==> config.mk <==
export PLATFORM = sky130hd
export DESIGN_NAME = uart_tx_arbiter
export DESIGN_NICKNAME = d
export VERILOG_FILES = /design/src/rtl/uart_pkg.sv /design/src/rtl/rr_priority_picker.sv /design/src/rtl/uart_tx_arbiter.sv
export SDC_FILE = /design/constraint.sdc
export NUM_CORES = 1
export LEC_CHECK = 0
export BUFFER_PORTS_ARGS = -buffer_cell sky130_fd_sc_hd__buf_4
export CELL_PAD_IN_SITES_DETAIL_PLACEMENT = 1
export CELL_PAD_IN_SITES_GLOBAL_PLACEMENT = 2
export CORE_ASPECT_RATIO = 1.5
export CORE_MARGIN = 1
export CORE_UTILIZATION = 32
export DETAILED_ROUTE_END_ITERATION = 16
export MAX_ROUTING_LAYER = met4
export PLACE_DENSITY = 0.93
export SLEW_MARGIN = 15
export SYNTH_ARGS = -nofsm -noshare
export SYNTH_HDL_FRONTEND = slang
export SYNTH_SLANG_ARGS = --single-unit
==> constraint.sdc <==
create_clock -name i_clock -period 4.9 [get_ports i_clock]
set_input_delay 0.49 -clock i_clock [delete_from_list [all_inputs] [get_ports i_clock]]
set_output_delay 0.49 -clock i_clock [all_outputs]
set_load 0.02 [all_outputs]
==> src/rtl/uart_pkg.sv <==
// Shared constants for the UART transmit arbiter: byte width, default guard gap
// and the arbiter state encoding.
package uart_pkg;

  localparam int BYTE_W        = 8;
  localparam int DEF_GAP_TICKS = 16;

  typedef logic [1:0] state_t;

  localparam state_t ST_IDLE      = 2'd0;
  localparam state_t ST_SEND      = 2'd1;
  localparam state_t ST_WAIT_DONE = 2'd2;
  localparam state_t ST_GAP       = 2'd3;

endpackage

==> src/rtl/rr_priority_picker.sv <==
// Combinational round-robin picker: first set request bit scanning upward from
// i_ptr with wrap-around.
module rr_priority_picker #(
  parameter int NUM_REQ = 4,
  parameter int IDX_W   = 2
) (
  input  logic [NUM_REQ-1:0] i_req,
  input  logic [IDX_W-1:0]   i_ptr,
  output logic [IDX_W-1:0]   o_winner,
  output logic               o_any
);

  int               w_idx;
  logic [IDX_W-1:0] w_cand;

  assign o_any = |i_req;

  // Scan from farthest to nearest so the candidate closest to i_ptr wins last.
  always_comb begin
    o_winner = '0;
    w_idx    = 0;
    w_cand   = '0;
    for (int k = NUM_REQ - 1; k >= 0; k--) begin
      w_idx = int'(i_ptr) + k;
      if (w_idx >= NUM_REQ) begin
        w_idx = w_idx - NUM_REQ;
      end
      w_cand = IDX_W'(w_idx);
      if (i_req[w_cand]) begin
        o_winner = w_cand;
      end
    end
  end

endmodule

==> src/rtl/uart_tx_arbiter.sv <==
// Round-robin arbiter sharing one UART transmitter between NUM_REQ byte-stream
// requesters; a grant is held for a whole frame and followed by an idle guard gap.
module uart_tx_arbiter
  import uart_pkg::*;
#(
  parameter int NUM_REQ   = 4,
  parameter int IDX_W     = 2,
  parameter int GAP_TICKS = DEF_GAP_TICKS
) (
  input  logic                      i_clock,
  input  logic                      i_reset,
  input  logic                      i_tick,
  input  logic [NUM_REQ-1:0]        i_req,
  input  logic [BYTE_W*NUM_REQ-1:0] i_data,
  input  logic [NUM_REQ-1:0]        i_last,
  output logic [NUM_REQ-1:0]        o_ack,
  output logic [IDX_W-1:0]          o_grant_id,
  output logic                      o_busy,
  output logic                      o_tx_start,
  output logic [BYTE_W-1:0]         o_tx_data,
  input  logic                      i_tx_done
);

  localparam int GAP_W = (GAP_TICKS > 0) ? $clog2(GAP_TICKS + 1) : 1;
  localparam logic [GAP_W-1:0] GAP_LAST = (GAP_TICKS > 0) ? GAP_W'(GAP_TICKS - 1) : '0;

  state_t              r_state;
  logic [IDX_W-1:0]    r_grant_id;
  logic [IDX_W-1:0]    r_ptr;
  logic [GAP_W-1:0]    r_gap_cnt;
  logic                r_gap_armed;
  logic                r_frame_end;
  logic [NUM_REQ-1:0]  r_ack;
  logic                r_tx_start;
  logic [BYTE_W-1:0]   r_tx_data;

  logic [IDX_W-1:0]    w_winner;
  logic                w_any_req;
  logic [IDX_W-1:0]    w_next_ptr;
  logic [NUM_REQ-1:0]  w_grant_onehot;
  logic [BYTE_W-1:0]   w_grant_data;
  logic                w_tick_counted;
  logic                w_gap_done;

  rr_priority_picker #(
    .NUM_REQ (NUM_REQ),
    .IDX_W   (IDX_W)
  ) u_picker (
    .i_req    (i_req),
    .i_ptr    (r_ptr),
    .o_winner (w_winner),
    .o_any    (w_any_req)
  );

  assign w_next_ptr     = (r_grant_id == IDX_W'(NUM_REQ - 1)) ? '0 : r_grant_id + IDX_W'(1);
  assign w_grant_onehot = NUM_REQ'(1) << r_grant_id;
  assign w_grant_data   = i_data[r_grant_id*BYTE_W +: BYTE_W];

  // The first GAP cycle is unarmed, so a tick landing on entry is not counted.
  assign w_tick_counted = i_tick && r_gap_armed;
  assign w_gap_done     = (GAP_TICKS == 0) || (w_tick_counted && (r_gap_cnt >= GAP_LAST));

  always_ff @(posedge i_clock or posedge i_reset) begin
    if (i_reset) begin
      r_state     <= ST_IDLE;
      r_grant_id  <= '0;
      r_ptr       <= '0;
      r_gap_cnt   <= '0;
      r_gap_armed <= 1'b0;
      r_frame_end <= 1'b0;
      r_ack       <= '0;
      r_tx_start  <= 1'b0;
      r_tx_data   <= '0;
    end else begin
      r_ack      <= '0;
      r_tx_start <= 1'b0;
      case (r_state)
        ST_IDLE: begin
          if (w_any_req) begin
            r_grant_id <= w_winner;
            r_state    <= ST_SEND;
          end
        end
        ST_SEND: begin
          if (i_req[r_grant_id]) begin
            r_tx_start  <= 1'b1;
            r_ack       <= w_grant_onehot;
            r_tx_data   <= w_grant_data;
            r_frame_end <= i_last[r_grant_id];
            r_state     <= ST_WAIT_DONE;
          end else begin
            r_gap_cnt   <= '0;
            r_gap_armed <= 1'b0;
            r_state     <= ST_GAP;
          end
        end
        ST_WAIT_DONE: begin
          if (i_tx_done) begin
            if (r_frame_end) begin
              r_gap_cnt   <= '0;
              r_gap_armed <= 1'b0;
              r_state     <= ST_GAP;
            end else begin
              r_state <= ST_SEND;
            end
          end
        end
        ST_GAP: begin
          r_gap_armed <= 1'b1;
          if (w_gap_done) begin
            r_ptr   <= w_next_ptr;
            r_state <= ST_IDLE;
          end else if (w_tick_counted) begin
            r_gap_cnt <= r_gap_cnt + GAP_W'(1);
          end
        end
        default: r_state <= ST_IDLE;
      endcase
    end
  end

  assign o_ack      = r_ack;
  assign o_grant_id = r_grant_id;
  assign o_busy     = (r_state != ST_IDLE);
  assign o_tx_start = r_tx_start;
  assign o_tx_data  = r_tx_data;

endmodule

### Yosys cells after proc, flatten, opt, wreduce, memory -nomap -nowiden

Cells that the tools add are included.

| storage, ports and cells | value |
|---|---|
| memories kept | 0 |
| output and inout bits | 16 |
| input port bits | 44 |
| word-level logic and storage cells | 94 |
| bits in read-only memories | 0 |
| bits in writable memories | 0 |
| flip-flop bits (word level) | 26 |
| latch bits | 0 |

| cells by class | value |
|---|---|
| $add $sub $neg | 9 |
| bitwise gates (word level) | 0 |
| $mul | 0 |
| mux-type cells | 41 |
| order comparisons | 10 |
| shift operators | 2 |
| reductions and logical operators | 12 |
| divide/modulo/power cells | 0 |
| equal/unequal tests | 11 |

Operators by type and width:

| cell | count |
|---|---|
| 32-bit by 6-bit variable part select with 8-bit output | 1 |
| 2-bit two-way mux | 13 |
| 5-bit two-way mux | 5 |
| 2-bit by 3-bit < comparator with 1-bit output, second input constant | 5 |
| 5-bit case mux with 3 select lines | 1 |
| 1-bit binary-select mux with 2-bit select | 6 |
| 1-bit two-way mux | 12 |
| 2-bit != test, second input constant | 6 |
| 3-bit greater-or-equal comparator, second input constant | 3 |
| 4-bit two-way mux | 2 |
| 2-bit case mux with 4 select lines | 1 |
| 2-bit by 1-bit subtractor with 2-bit output, second input constant | 4 |
| 2-bit by 2-bit adder with 3-bit output, second input constant | 2 |
| 2-bit equality test, second input constant | 3 |
| 2-bit AND reduction | 3 |
| 6-bit AND reduction | 1 |
| 5-bit by 1-bit adder with 5-bit output, second input constant | 1 |
| 5-bit by 4-bit greater-or-equal comparator with 1-bit output, second input constant | 1 |
| 4-bit AND reduction | 1 |
| 4-bit OR reduction | 1 |
| 1-bit by 2-bit left shift with 4-bit output, first input constant | 1 |
| 2-bit by 1-bit adder with 3-bit output, second input constant | 1 |
| 2-bit by 3-bit greater-or-equal comparator with 1-bit output, second input constant | 1 |
| 1-bit case mux with 3 select lines | 1 |
| 8 further kinds | 9 |

### Logic depth before layout (Yosys ltp)

Gate-level depths: netlist of the first run.

| depth | value |
|---|---|
| depth in word-level cells | 9 |
| mapped depth | 7 |
| gate-level depth less buffers | 6 |

### Modules after synthesis

Synthesis of the first run repeated with hierarchy kept, for this count alone.

| unflattened totals | value |
|---|---|
| cells, all modules | 128 |
| area total of the unflattened synthesis | 1545.2 um2 |

Modules (own cells, without submodules):

| module | cells each | instances | area each (um2) |
|---|---|---|---|
| uart_tx_arbiter | 115 | 1 | 1467.7 |
| rr_priority_picker | 13 | 1 | 77.6 |

### Worst setup path after synthesis of the first run

No wires, ideal clock.

| timing | value |
|---|---|
| kind | reg-to-reg |
| start | reg r_gap_cnt[0] |
| end | reg r_gap_cnt[2] |
| setup slack | 2.965 ns |
| period minus slack after synthesis | 1.935 ns |
| stages on the path, launching flop included | 7 |
| data required time | 4.779 ns |
| buffers on the path | 0 |
| data arrival time | 1.814 ns |
| cells stage by stage | dfrtp_1 -> ha_1 -> and3_1 -> ha_1 -> or4b_1 -> a21o_1 -> a22o_1 |

| on the way | value |
|---|---|
| word-level cells in the longest chain between the ends | 4 |
| elaborated cells on any way between the ends | 8 |
| classes of those cells | 1 x add/sub; 1 x order compare; 1 x eq/ne; 3 x mux; 2 x reduce/logical |

Ends and longest elaborated chain:

| element | line | source |
|---|---|---|
| from (decl) | uart_tx_arbiter.sv:30 | `logic [GAP_W-1:0] r_gap_cnt;` |
| from (signal assigned) | uart_tx_arbiter.sv:114 | `r_gap_cnt <= r_gap_cnt + GAP_W'(1);` |
| 5-bit by 1-bit adder with 5-bit output / 5-bit by 4-bit greater-or-equal comparator with 1-bit output (equally long branches) | uart_tx_arbiter.sv:114, uart_tx_arbiter.sv:61 |  |
| 5-bit two-way mux / 1-bit logical AND (equally long branches) | uart_tx_arbiter.sv:113, uart_tx_arbiter.sv:61 |  |
| 5-bit two-way mux / 2-bit != test (equally long branches) | n/a |  |
| 5-bit case mux with 3 select lines / 6-bit AND reduction (equally long branches) | n/a |  |

Parallel ways exist; a longest one is shown, timed or not. The select of a mux whose other input is x is not followed.
A chain may end at the register's enable or synchronous reset.

### Worst setup path in the final report of the first run

| timing | value |
|---|---|
| start | reg r_grant_id[0] (netlist: o_grant_id[0]) |
| end | reg r_tx_data[7] (netlist: o_tx_data[7]) |

| on the way | value |
|---|---|
| word-level cells in the longest chain between the ends | 3 |
| elaborated cells on any way between the ends | 4 |
| classes of those cells | 1 x shift; 2 x mux; 1 x reduce/logical |

Ends and longest elaborated chain:

| element | line | source |
|---|---|---|
| from (decl) | uart_tx_arbiter.sv:28 | `logic [IDX_W-1:0] r_grant_id;` |
| from (signal assigned) | uart_tx_arbiter.sv:80 | `r_grant_id <= w_winner;` |
| branches (longest 3 deep; another with 32-bit by 6-bit variable part select with 8-bit output) | n/a |  |
| to (signal assigned) | uart_tx_arbiter.sv:88 | `r_tx_data <= w_grant_data;` |
| to (decl) | uart_tx_arbiter.sv:35 | `logic [BYTE_W-1:0] r_tx_data;` |

Several ways; the timed one is not identified. The select of a mux whose other input is x is not followed.

==> results_dict.tcl, run 1 <==
set metrics [dict create \
    cp.arrival_ns 2.55 \
    via_count 1238 \
    synth_cell_types 36 \
    switching_share 0.394 \
    gr-total-overflow 0 \
    cts_resized 0 \
    grt_pass1_wl_um 6640 \
    pin_count 60 \
    combPwrFrac 0.460 \
    dpl.hpwl_um 3280 \
    clock_latency_ns 0.27 \
    violations "DRC" \
    path_clk_slew_ns 0.09 \
    dieArea_um2 4960 \
    final_max_slew_viol_count 0 \
    numCtsBuffers 3 \
    skew_ns 0.00183 \
    status "finished, violations left" \
    setup_viol 0 \
    tns_ns 0 \
    powerDensity_nw_per_um2 514 \
    cts_tree "built" \
    fin_crit_ns 2.39 \
    cts_buffer_depth 2 \
    syn_to_final_growth_pct 35.1 \
    ff2ff_setup_slack_ns 2.51 \
    io_buffers 59 \
    ys_top_cells_by_area "dfrtp_1 43%, mux4_2 15%, ha_1 5.0%" \
    die_width_um 57.9 \
    via_per_inst 5.43 \
    postCtsSetupRepairBufs 0 \
    ant_nets 0 \
    htreeDepth 1 \
    yosysTopAreaCell "dfrtp_1" \
    rsz0062_at_grt "false" \
    postCtsHoldBufs 0 \
    pre_cts_ws_ns 2.48 \
    remaining_drc_errors 3 \
    tightest_slew_ns 0.967 \
    synth_cells 123 \
    vdd.ir_drop.worst_mv 0.301 \
    min_path_type "in2async" \
    r2r-end "o_tx_data[7]" \
    layout_setup_ws_ns 2.51 \
    power.switching_mw 0.410 \
    post-route-period-util 0.488 \
    start_util 0.332 \
    cts.sink_count 26 \
    cp_max_fo 16 \
    rows 30 \
    clock_power_share 0.132 \
    grt_max_degree 27 \
    wl_per_cell_um 18.0 \
    synth.ff_latch_count 26 \
    grt_usage 0.182 \
    synth.avg_cell_area_um2 12.2 \
    yosys_warnings 0 \
    drv_cap 0 \
    finalWirelength_um 4100 \
    p_int_mw 0.630 \
    critical_path_class "reg2reg" \
    ff2ff_path_depth 4 \
    cts-root-buf "clkbuf_8" \
    grt_pass1_vias 1343 \
    rr_startpoint "o_grant_id[0]" \
    slew_headroom 0.355 \
    critPathRequiredTime_ns 5.06 \
    first_iter_violations 41 \
    seqPwrFrac 0.408 \
    dieHeight_um 85.8 \
    finish.net_count 231 \
    finalWeightedCongestion 0.753 \
    finalHoldViolations 0 \
    syn-num-nets 173 \
    drive_gt1_frac 0.461 \
    antenna_found_initial 0 \
    end_kind "flip-flop" \
    mappedNetlistArea_um2 1500 \
    coreArea_um2 4500 \
    p_leak_nw 0.950 \
    synth_top_area_frac 0.434 \
    startpoint_type "flip-flop" \
    max_freq_mhz 418 \
    first_pass_iters 10 \
    ys_seq_area_frac 0.434 \
    diodes 0 \
]
synthesized netlist by cell type, drive strengths merged:
master  number
o21ai        3
nand4        3
inv          7
nor2         6
o21a         2
nand2b       4
and3         1
o21ba        1
buf          4
a22o         2
o221ai       1
o41ai        1
a31oi        1
nand3        3
nor3b        2
nor3         1
nand2        5
or4b         2
and2         4
or2          2
o22ai        4
ha           6
mux2        11
dfrtp       26
mux2i        2
clkbuf       2
mux4        10
a21o         2
a21oi        4
or4          1
flip-flops by register name (all words and copies together), names as in the netlist:
| register | cells |
|---|---|
| r_ptr | 2 |
| o_grant_id | 2 |
| o_tx_data | 8 |
| r_gap_cnt | 5 |
| r_state | 2 |
| r_gap_armed | 1 |
| o_ack | 4 |
| r_frame_end | 1 |
| o_tx_start | 1 |
cells by family after synthesis:
| logic type | Yosys count | synth area share |
|---|---|---|
| AND/OR/NAND/NOR | 34 | 0.135 |
| AO/OA/AOI/OAI | 21 | 0.0944 |
| adder cells (fa/ha/maj) | 6 | 0.0501 |
| buffers and inverters | 13 | 0.0393 |
| multiplexers | 23 | 0.246 |
| flip-flops | 26 | 0.434 |
how the worst max path moves through the flow:
stage | from | endpoint | cells past startpoint | slack (ns)
4_1_cts | o_grant_id[0] | o_tx_data[6] | 4 | 2.46
3_3_place_gp | o_grant_id[0] | o_tx_data[7] | 4 | 2.59
2_1_floorplan | r_gap_cnt[0] | r_gap_cnt[2] | 6 | 2.97
3_5_place_dp | o_grant_id[0] | o_tx_data[6] | 4 | 2.48
6_report | o_grant_id[0] | o_tx_data[7] | 4 | 2.51
5_1_grt | o_grant_id[0] | o_tx_data[5] | 4 | 2.28
through the flow:
step                hold slack, ns  total power [mW]  instance area, µm²  std cells   util
floorplan                    0.504             0.729                1500        123      -
global placement             0.473             0.877                1970        224  0.437
detailed placement           0.485             0.911                1970        224  0.437
CTS                          0.484              1.05                2020        228  0.449
global route                 0.523              1.11                2020        228  0.449
finish                       0.442              1.04                2020        228  0.449
layout by cell type, fill, tap and decap left out, types with 2 or more instances in the layout:
cell type / netlist / layout
o21a_1: 2 / 2
ha_1: 6 / 6
nor2_1: 6 / 6
o22ai_1: 4 / 4
mux2i_1: 2 / 2
mux4_2: 10 / 10
a21oi_1: 4 / 4
and2_1: 4 / 4
nand3_1: 3 / 3
mux2_2: 6 / 6
o21ai_0: 3 / 3
nand2b_1: 4 / 4
mux2_1: 5 / 5
or4b_1: 2 / 2
inv_1: 6 / 6
a21o_1: 2 / 2
clkbuf_8: 0 / 4
nand2_1: 5 / 5
buf_4: 0 / 59
a22o_1: 2 / 2
nand4_1: 3 / 3
dfrtp_1: 26 / 26
power groups by stage:
stage / registers (mW) / clock network [mW] / logic, mW
finish: 0.425 / 0.137 / 0.478
global route: 0.445 / 0.149 / 0.521
CTS: 0.424 / 0.140 / 0.488
detailed placement: 0.429 / 0 / 0.482
global placement: 0.418 / 0 / 0.458
floorplan: 0.416 / 0 / 0.312
worst max-delay path: stages (launching register included):
cell and delay (ns):
dfrtp_1 0.85, mux4_2 0.42, inv_2 0.07, nor3b_4 0.53, mux2_2 0.41
per-layer routing:
metal  global-route usage  share of wire  vias to the layer above
li1                     -              -                      573
met1                0.199           0.35                      636
met2                0.341           0.60                       24
met3               0.0181          0.033                        5
met4               0.0519          0.012                        0
met5                    -              0                        -
layout make-up:
class | count | area [µm²]
well taps | 48 | 60.1
inverters | 7 | 26.3
repair buffers | 59 | 443
flip-flops and latches | 26 | 651
fillers | 505 | 2480
clock buffers | 4 | 55.1
multi-input cells | 84 | 788
Power figures use the tool's default switching activity.
==> run 2: changes to the inputs <==
- CORE_UTILIZATION: 32 -> 27
- PLACE_DENSITY: 0.93 -> 0.85
- clock period: 4.9 -> 2.2 ns (I/O delays scaled with it)
==> run 2 against run 1 <==
Effect of this change: the run now ends clean; total power rose by 130%; first-iteration DRC count fell by 51%; clock power rose to 2.9 times the previous value; global-route usage fell by 3.9 points; setup slack got worse by 2.4 ns; utilization fell by 4.8 points; sequential power rose by 96%; hold slack got worse by 0.44 ns; die area rose by 18%; clock skew rose by 0.0030 ns.
==> results_dict.tcl, run 2 (synthesis results as in run 1) <==
set metrics [dict create \
    status "completed" \
    end_kind "flip-flop" \
    grt_pass1_wl_um 6250 \
    syn_to_final_growth_pct 40.4 \
    largest_reg_flops 8 \
    final_cell_mix "64 x buf_4, 26 x dfrtp_1, 10 x mux4_2" \
    start_util 0.286 \
    instances_no_fill 253 \
    final_max_slew_viol_count 0 \
    wl_per_cell_um 14.7 \
    cp-startpoint "r_gap_cnt[0]" \
    dpl.hpwl_um 2960 \
    min_path_type "in2async" \
    total_power_mw 2.41 \
    post-route-period-util 0.945 \
    postCtsHoldBufs 0 \
    via_per_inst 4.81 \
    pin_count 60 \
    tightest_slew_ns 0.406 \
    coreArea_um2 5250 \
    setup_viol 0 \
    slew_headroom 0.729 \
    finalWirelength_um 3710 \
    cts_resized 0 \
    critPathRequiredTime_ns 2.41 \
    p_leak_nw 0.982 \
    finish.net_count 236 \
    cp_max_fo 6 \
    skew_ns 0.00479 \
    drv_cap 0 \
    startpoint_type "flip-flop" \
    tns_ns 0 \
    via_count 1216 \
    layout_setup_ws_ns 0.122 \
    first_iter_violations 20 \
    io_buffers 59 \
    layout_commonest_cell "buf_4" \
    rsz0062_at_grt "false" \
    grt_usage 0.143 \
    fin_crit_ns 2.08 \
    max_freq_mhz 481 \
    grt_pass1_vias 1317 \
    dieHeight_um 93.2 \
    diodes 0 \
    holdWs_ns 0.00509 \
    cts_buffer_depth 2 \
    finalHoldViolations 0 \
    critical_path_class "reg2reg" \
    cts.sink_count 26 \
    final_util 0.401 \
    numCtsBuffers 3 \
    r2r-end "r_gap_cnt[3]" \
    first_pass_iters 4 \
    powerDensity_nw_per_um2 1150 \
    placed_cells_incl_taps 249 \
    clock_latency_ns 0.27 \
    ff2ff_setup_slack_ns 0.12 \
    post-route-cell-area_um2 2100 \
    place_area_um2 2030 \
    ff2ff_path_depth 6 \
    remaining_drc_errors 0 \
    postCtsSetupRepairBufs 0 \
    cts_tree "built" \
    rows 32 \
    cp.arrival_ns 2.29 \
    pre_cts_ws_ns 0.142 \
    gr-total-overflow 0 \
    dieArea_um2 5850 \
    vdd.ir_drop.worst_mv 0.480 \
    drive_gt1_frac 0.476 \
    htreeDepth 1 \
    rr_startpoint "r_gap_cnt[0]" \
    ant_nets 0 \
    grt_max_degree 27 \
    die_width_um 62.8 \
    antenna_found_initial 0 \
    path_clk_slew_ns 0.09 \
    cts-root-buf "clkbuf_8" \
    finalWeightedCongestion 0.770 \
]
==> run 2: changes by cell type in the layout (fill, tap and decap cells not counted), sizes merged <==
cell	previous run	this run
bufinv	0	1
buf	59	64
clkbuf	4	3
==> run 2: worst max-delay path, stage by stage, from the launching register on <==
cell	delay, ns
dfrtp_1	0.43
ha_1	0.24
and3_1	0.19
ha_1	0.21
or4b_1	0.62
o21ba_2	0.25
nor2_1	0.08
==> run 2: area by class of cell <==
cell class | count | area, µm²
fillers | 593 | 3140
clock inverters | 1 | 30.0
multi-input cells | 84 | 788
repair buffers | 64 | 480
inverters | 7 | 26.3
well taps | 68 | 85.1
clock buffers | 3 | 41.3
flip-flops and latches | 26 | 651
==> run 2: worst max path at each step <==
stage	slack, ns	cells after the start	end
4_1_cts	0.11	6	r_gap_cnt[3]
2_1_floorplan	0.27	6	r_gap_cnt[2]
5_1_grt	0.003	6	r_gap_cnt[3]
3_3_place_gp	0.20	6	r_gap_cnt[3]
3_5_place_dp	0.14	6	r_gap_cnt[3]
6_report	0.12	6	r_gap_cnt[3]
==> run 2: power by group <==
group          internal [mW]  leakage (nW)  switching [mW]
Clock                  0.243        0.0357           0.153
Sequential             0.661         0.326           0.170
Combinational          0.617         0.620           0.569
Total                   1.52         0.982           0.892
==> run 2: per-layer routing <==
metal,track usage,share of wire
met1,0.162,0.41
met2,0.255,0.55
met3,0.0146,0.023
met4,0.0620,0.021
met5,-,0
==> run 3: changes to the inputs <==
--- a/constraint.sdc
+++ b/constraint.sdc
@@ -3,2 +3,2 @@
 set_output_delay 0.22 -clock i_clock [all_outputs]
-set_load 0.02 [all_outputs]
+set_load 0.1 [all_outputs]
==> run 3 against run 2 <==
Effect of this change: utilization increased by 0.38 points; setup slack improved by 0.029 ns; cell area increased by 0.95%; die area unchanged; sequential share of layout area decreased by 0.17 points; combinational power increased by 56%; sequential cell count unchanged; critical path type unchanged; largest cell class unchanged.
==> results_dict.tcl, run 3 (synthesis results as in run 1) <==
set metrics [dict create \
    remaining_drc_errors 0 \
    syn_to_final_growth_pct 41.7 \
    switching_share 0.505 \
    via_per_inst 4.81 \
    diodes 0 \
    tns_ns 0 \
    ff2ff_path_depth 6 \
    seq_area_um2 653 \
    grt_max_degree 16 \
    first_iter_violations 15 \
    dieHeight_um 93.2 \
    htreeDepth 1 \
    p_leak_nw 0.988 \
    placed_cells_incl_taps 250 \
    antenna_found_initial 0 \
    critPathRequiredTime_ns 2.41 \
    largest_reg_flops 8 \
    power.switching_mw 1.56 \
    wl_per_cell_um 14.8 \
    seqPwrFrac 0.267 \
    numCtsBuffers 3 \
    final_max_slew_viol_count 0 \
    end_kind "flip-flop" \
    combPwrFrac 0.603 \
    cts-root-buf "clkbuf_8" \
    coreArea_um2 5250 \
    total_power_mw 3.09 \
    finish.net_count 238 \
    cts_buffer_depth 2 \
    finalWirelength_um 3790 \
    cts.sink_count 26 \
    rows 32 \
    clock_latency_ns 0.28 \
    die_width_um 62.8 \
    slew_headroom 0.747 \
    via_count 1227 \
    post-route-period-util 0.931 \
    startpoint_type "flip-flop" \
    grt_pass1_vias 1389 \
    max_freq_mhz 488 \
    grt_usage 0.151 \
    min_path_type "in2reg" \
    cp-startpoint "r_gap_cnt[0]" \
    fin_crit_ns 2.05 \
    cts_resized 0 \
    cp.arrival_ns 2.26 \
    rsz0062_at_grt "false" \
    powerDensity_nw_per_um2 1460 \
    rr_startpoint "r_gap_cnt[0]" \
    pin_count 60 \
    nFillCells 580 \
    dpl.hpwl_um 3070 \
    first_pass_iters 4 \
    finalWeightedCongestion 0.769 \
    drv_cap 0 \
    skew_ns 0.00504 \
    vdd.ir_drop.worst_mv 0.807 \
    multi_input_area_um2 788 \
    p_int_mw 1.53 \
    clock_power_share 0.131 \
    grt_pass1_wl_um 6580 \
    endpoint "r_gap_cnt[3]" \
    dieArea_um2 5850 \
    path_clk_slew_ns 0.09 \
    final_cell_mix "65 x buf_4, 24 x dfrtp_1, 10 x mux4_2" \
    setup_viol 0 \
    gr-total-overflow 0 \
    ant_nets 0 \
    critical_path_class "reg2reg" \
    r2r-end "r_gap_cnt[3]" \
    drive_gt1_frac 0.487 \
    layout_commonest_cell "buf_4" \
    cts_tree "built" \
    tightest_slew_ns 0.380 \
    cp_max_fo 6 \
    status "completed" \
    start_util 0.286 \
    finalHoldViolations 0 \
    io_buffers 59 \
    ff2ff_setup_slack_ns 0.15 \
    instances_no_fill 255 \
]
[run 3: cell count changes in the layout (fill, tap and decap cells not counted), sizes merged]
cell / previous run / this run
buf: 64 / 65
dlygate4sd3: 0 / 1
[run 3: worst max-delay path: stages, from the launching register on]
cell	delay [ns]
dfrtp_1	0.42
ha_1	0.22
and3_1	0.18
ha_1	0.20
or4b_1	0.62
o21ba_2	0.25
nor2_1	0.07
[run 3: cell type report]
cell class / count / share of cell area
Tap cell: 68 / 0.0401
Inverter: 7 / 0.0124
Clock buffer: 3 / 0.0195
Clock inverter: 1 / 0.0142
Sequential cell: 26 / 0.308
Multi-Input combinational cell: 84 / 0.371
Timing Repair Buffer: 66 / 0.235
[run 3: how the worst min path moves through the flow]
| stage | cells after the start | startpoint | slack [ns] | endpoint |
|---|---|---|---|---|
| floorplan | 1 | i_reset | 0.26 | o_ack[0] |
| global placement | 2 | i_reset | 0.14 | o_tx_data[0] |
| detailed placement | 2 | i_reset | 0.14 | o_tx_data[2] |
| CTS | 3 | i_req[3] | 0.27 | o_grant_id[0] |
| global route | 3 | i_req[3] | 0.27 | o_grant_id[0] |
| finish | 3 | i_tx_done | 0.28 | r_state[0] |
[run 3: layer usage]
layer  routed length, µm  GRT usage
met1                1470      0.172
met3                  87     0.0146
met2                2160      0.273
met4                  68     0.0581
met5                   0          -
[run 3: metrics by stage]
| stage | worst slack (ns) | util | hold slack, ns | cell area, µm² |
|---|---|---|---|---|
| 2_1_floorplan | 0.173 | - | 0.260 | 1500 |
| 3_3_place_gp | 0.208 | 0.389 | 0.143 | 2040 |
| 3_5_place_dp | 0.149 | 0.389 | 0.144 | 2040 |
| 4_1_cts | 0.141 | 0.405 | 0.274 | 2120 |
| 5_1_grt | 0.0280 | 0.405 | 0.273 | 2120 |
| 6_report | 0.151 | 0.405 | 0.279 | 2120 |
[run 3: timing repair]
item | in CTS | in global routing
buffers inserted | 0 | 0
hold buffers | 1 | 0
endpoints found under the hold margin | 4 | 0
setup endpoints to repair | 0 | 0
[run 3: power groups by stage]
stage                     clock network (mW)  logic [mW]  registers (mW)
final                                  0.404        1.86           0.824
after global routing                   0.435        1.99           0.855
after CTS                              0.417        1.89           0.827
after detailed placement                   0        1.88           0.835
after global placement                     0        1.85           0.828
after floorplan                            0       0.726            1.54
